### src/rtl/ldl_fifo_warb_v1.sv
// ldl_fifo_warb_v1: burst arbiter feeding one FIFO write port; round-robin, fixed priority with LDL_FIFO_WARB_PRIO_EN.
// Latency: grant one cycle after request, then one combinational transfer per cycle; one idle bubble between bursts.
// Backpressure: full stalls the owner's transfer and holds counter/owner/state; non-owners wait for the next grant.
module ldl_fifo_warb_v1 #(
    parameter int N    = 4,
    parameter int DW   = 8,
    parameter int MAXB = 16
) (
    input  logic            clk,
    input  logic            rst,
    input  logic [N-1:0]    req,
    input  logic [N-1:0]    last,
    input  logic [N*DW-1:0] din,
    input  logic            full,
    output logic [N-1:0]    ack,
    output logic            we,
    output logic [DW-1:0]   dout,
    output logic [N-1:0]    gnt,
    output logic            busy
);

    localparam int PW = (N > 1) ? $clog2(N) : 1;
    localparam int CW = $clog2(MAXB + 1);

    localparam logic [0:0] IDLE  = 1'b0;
    localparam logic [0:0] BURST = 1'b1;

    logic [0:0]    state;
    logic [PW-1:0] own;
    logic [PW-1:0] ptr;
    logic [CW-1:0] cnt;
    logic [CW-1:0] cnt_inc;
    logic          win_vld;
    logic [PW-1:0] win_idx;
    logic [PW-1:0] own_nxt;
    logic          burst_end;
    logic [DW-1:0] din_a [N];

    always_comb begin
        for (int i = 0; i < N; i++) begin
            din_a[i] = din[i*DW +: DW];
        end
    end

`ifdef LDL_FIFO_WARB_PRIO_EN
    always_comb begin
        win_vld = 1'b0;
        win_idx = '0;
        for (int i = N - 1; i >= 0; i--) begin
            if (req[i]) begin
                win_vld = 1'b1;
                win_idx = PW'(i);
            end
        end
    end
`else
    logic [N-1:0]  req_rot;
    logic [PW-1:0] win_off;
    logic [PW:0]   win_sum;

    // Rotate so bit 0 is the requester at ptr; first set bit is the offset from ptr.
    assign req_rot = N'({req, req} >> ptr);

    always_comb begin
        win_vld = 1'b0;
        win_off = '0;
        for (int i = N - 1; i >= 0; i--) begin
            if (req_rot[i]) begin
                win_vld = 1'b1;
                win_off = PW'(i);
            end
        end
        win_sum = {1'b0, ptr} + {1'b0, win_off};
        win_idx = (win_sum >= (PW+1)'(N)) ? PW'(win_sum - (PW+1)'(N)) : win_sum[PW-1:0];
    end
`endif

    assign busy    = (state == BURST);
    assign we      = busy & req[own] & ~full;
    assign ack     = we ? gnt : '0;
    assign dout    = busy ? din_a[own] : din_a[0];
    assign cnt_inc = cnt + CW'(1);
    assign own_nxt = (own == PW'(N - 1)) ? '0 : own + PW'(1);

    // A dropped request ends the burst even while full stalls it.
    assign burst_end = ~req[own] | (we & (last[own] | (cnt_inc == CW'(MAXB))));

    always_ff @(posedge clk or negedge rst) begin
        if (!rst) begin
            state <= IDLE;
            gnt   <= '0;
            own   <= '0;
            ptr   <= '0;
            cnt   <= '0;
        end else begin
            case (state)
                IDLE: begin
                    if (win_vld) begin
                        state <= BURST;
                        gnt   <= N'(1) << win_idx;
                        own   <= win_idx;
                        cnt   <= '0;
                    end
                end
                default: begin
                    if (burst_end) begin
                        state <= IDLE;
                        gnt   <= '0;
                        ptr   <= own_nxt;
                        cnt   <= '0;
                    end else if (we) begin
                        cnt <= cnt_inc;
                    end
                end
            endcase
        end
    end

endmodule

### config.mk
export PLATFORM = sky130hd
export DESIGN_NAME = ldl_fifo_warb_v1
export DESIGN_NICKNAME = d
export VERILOG_FILES = /design/src/rtl/ldl_fifo_warb_v1.sv
export SDC_FILE = /design/constraint.sdc
export NUM_CORES = 1
export LEC_CHECK = 0
export ABC_CLOCK_PERIOD_IN_PS = 2950
export CAP_MARGIN = 20
export CORE_UTILIZATION = 41
export DETAILED_ROUTE_END_ITERATION = 10
export GPL_TIMING_DRIVEN = 0
export MAX_ROUTING_LAYER = met4
export PLACE_DENSITY = 0.81
export SLEW_MARGIN = 20
export SYNTH_ARGS = -nofsm -noshare
export SYNTH_HDL_FRONTEND = slang
export SYNTH_SLANG_ARGS = --single-unit
### constraint.sdc
create_clock -name clk -period 2.95 [get_ports clk]
set_clock_uncertainty 0.2 [all_clocks]
set_input_delay 0.295 -clock clk [delete_from_list [all_inputs] [get_ports clk]]
set_output_delay 0.295 -clock clk [all_outputs]
set_load 0.02 [all_outputs]
==> results by group <==
Outcome
  – Status: finished, violations left
  – Failing checks: DRC

Pwr
  – Clock Power Share: 8.5%
  – Worst VDD drop: 0.0006274 V
  – Switching share of power: 46.28%
  – LEAKAGE: 0.0007491 uW
  – Comb pwr share: 73.6%
  – P per Cell Area: 874.2 nW/um^2
  – Total net switching power: 778.6 uW
  – Internal power: 903.7 uW
  – Sequential share of power: 17.9%

Setup path
  – Required @ worst endpoint: 2.46 ns
  – Worst Setup End Kind: output port
  – CP Class: flip-flop to output port
  – CP Data Arrival Time: 2.31 ns
  – R2R depth: 10
  – Startpoint types: flip-flop
  – Largest fanout on the critical path: 10

Yosys
  – Synth async-reset ratio: 100.0%
  – Synth top area share: 28.00%
  – Synth Flop Type: dfrtp_1
  – Seq cells post-synth: 14
  – Post-Syn Nets: 192
  – Yosys warning count: 0
  – Syn_area_per_cell: 8.570 um^2
  – Sequential element share of the synthesized area: 28.00%
  – Top cells by area, synth: dfrtp_1 (28%), mux2_2 (11%), o22ai_1 (9.0%)
  – Mapped Cells: 146
  – EDFF count, synth: 0
  – Largest area contributor in the netlist: dfrtp_1
  – Post-synth cell types: 36
  – Synthesized area: 1251 um^2

Drt
  – Initial drt markers: 83
  – Drt pass-1 iters: 8
  – Routed WL: 3.615 mm
  – Wire per inst: 15.06 um
  – Via count: 1396
  – Vias per cell: 5.817
  – Post-route ant nets: 0
  – Remaining DRCs: 10

Hold path
  – HP Class: primary input to async pin

Clock network
  – H-tree Lvls: 1
  – Worst-skew pair later-pin latency: 0.29 ns
  – CTS tree: done
  – Clock buffer depth: 2
  – Worst-path clk slew: 0.09 ns
  – # Post-CTS Setup Buffers: 0
  – Root Driver: clkbuf_4
  – TritonCTS buffer count: 3
  – # clock sinks: 14

Global route
  – First-pass GRT wire length: 6.009 mm
  – Number of global-route vias before repair: 1424
  – Total track usage: 23.85%
  – Overflow after GRT: 0
  – Largest net degree at the start of global routing: 20
  – Initial antenna violation count: 0

STA
  – Slew Viols, Final: 0
  – Worst-margin pin slew: 0.6859 ns
  – Post-route minimum period: 2.808 ns
  – Worst rel slew slack: 53.55%
  – RSZ-0062 raised after global routing: no
  – Setup TNS: 0 ns
  – Final Hold Fails: 0
  – Fin crit share: 95.19%
  – Final setup viols: 0
  – Max Freq: 356.1 MHz

Cells and area
  – Fillers: 238
  – Share of layout cells above drive strength 1: 13.40%
  – Layout Area Growth over Synthesis: 53.80%
  – Finished Cell Area: 1924 um^2
  – Most frequent cells in the layout: clkdlybuf4s50_1 (60), o22ai_1 (18), nand2_1 (14), dfrtp_1 (14), a21oi_1 (13)
  – Diodes inserted: 0
  – Final Net Count: 256
  – FF+latch area: 350.3 um^2
  – Most common cell after layout, fill and taps aside: clkdlybuf4s50_1
  – Multi-input gate area: 843.3 um^2

Die
  – Die H: 57.24 um
  – Die width: 57.24 um
  – Initial core utilization: 44.23%
  – Die ar.: 3276 um^2
  – Core Region: 2829 um^2
  – Row cnt: 19
  – Num ports: 61

Placed design
  – HPWL Detailed: 2.834 mm
  – # port buffers: 60
  – Dpl cell area: 1891 um^2
  – Final Wtd Congestion: 0.8792

Flow run
  – Max cap viols: 0
-- final cells by class --
type                    count  area share, %
plain buffers               6          1.886
well taps                  31          2.016
clock buffers               4          1.886
flip-flops and latches     14          18.21
inverters                   5         0.9753
multi-input cells         120          43.82
repair buffers             60          31.21
-- through the flow --
| stage | instances | setup WS [ns] | utilization (%) | hold WS (ns) | total power, uW |
|---|---|---|---|---|---|
| floorplan | 146 | 0.8194 | - | -0.2006 | 1116 |
| global placement | 237 | 0.2636 | 66.83 | 0.3011 | 1504 |
| detailed placement | 237 | 0.2188 | 66.83 | 0.2974 | 1544 |
| CTS | 240 | 0.1244 | 67.98 | 0.2113 | 1682 |
| global route | 240 | 0.01600 | 68.02 | 0.2245 | 1809 |
| finish | 240 | 0.1419 | 68.02 | 0.1860 | 1682 |
-- final timing paths --
path | start | endpoint | slack (ns)
max | own[0] | ack[3] | 0.14
min reg2reg | gnt[3] | gnt[3] | 0.33
min in group clk | gnt[3] | gnt[3] | 0.33
max in group asynchronous | rst | cnt[3] | 1.97
max reg2reg | ptr[0] | gnt[1] | 0.54
min | rst | gnt[2] | 0.19
-- timing repair --
action                     in CTS  in global routing
setup endpoints to repair       3                  2
hold buffers                    0                  0
resized for setup               0                  2
-- logic make-up (layout without fill, tap and decap cells) --
group	count (synthesis)	in the layout	share of synthesized area (%)
buffers and inverters	12	75	4.600
adders and majority gates	3	3	3.000
muxes	16	16	14.30
AOI/OAI and AO/OA	53	53	30.10
and+or+nand+nor	44	44	17.20
xor gates and xnor gates	4	4	2.801
DFF	14	14	28.00
-- power groups by stage --
stage	combinational, uW	clock, uW	sequential, uW
floorplan	797	0	319
global placement	1200	0	303
detailed placement	1240	0	305
CTS	1240	144	301
global route	1340	157	312
finish	1240	143	301
-- cells in the mapped netlist, types with 2 or more instances --
cell type / count
o22ai_1: 18
and2_1: 4
dfrtp_1: 14
mux2i_1: 3
o31ai_2: 2
inv_1: 5
nand2_1: 14
o2bb2ai_1: 3
a32o_1: 4
a21oi_1: 13
ha_1: 3
nand3_1: 5
nand2b_1: 2
nor3_1: 2
mux2_2: 12
nor2b_1: 3
clkbuf_1: 4
o21ai_1: 4
xor2_1: 3
o21ai_0: 3
nor2_1: 8
or2_2: 3
-- critical path, stage by stage, from the launching register on --
cell	delay (ns)
dfrtp_1	0.37
buf_4	0.16
nand2_1	0.25
o32ai_4	0.45
and2_1	0.18
clkdlybuf4s50_1	0.61
-- registers in the layout (all words and copies together) (netlist names) --
signal and cells:
busy 1, cnt 5, gnt 4, own 2, ptr 2
-- per-layer routing --
metal,up-vias,wire length (um),global-route usage (%)
met5,-,0,-
met2,68,1676,41.34
li1,682,-,-
met1,641,1513,27.23
met4,0,42,8.014
met3,5,382,5.215
(Power assumes the default switching activity.)
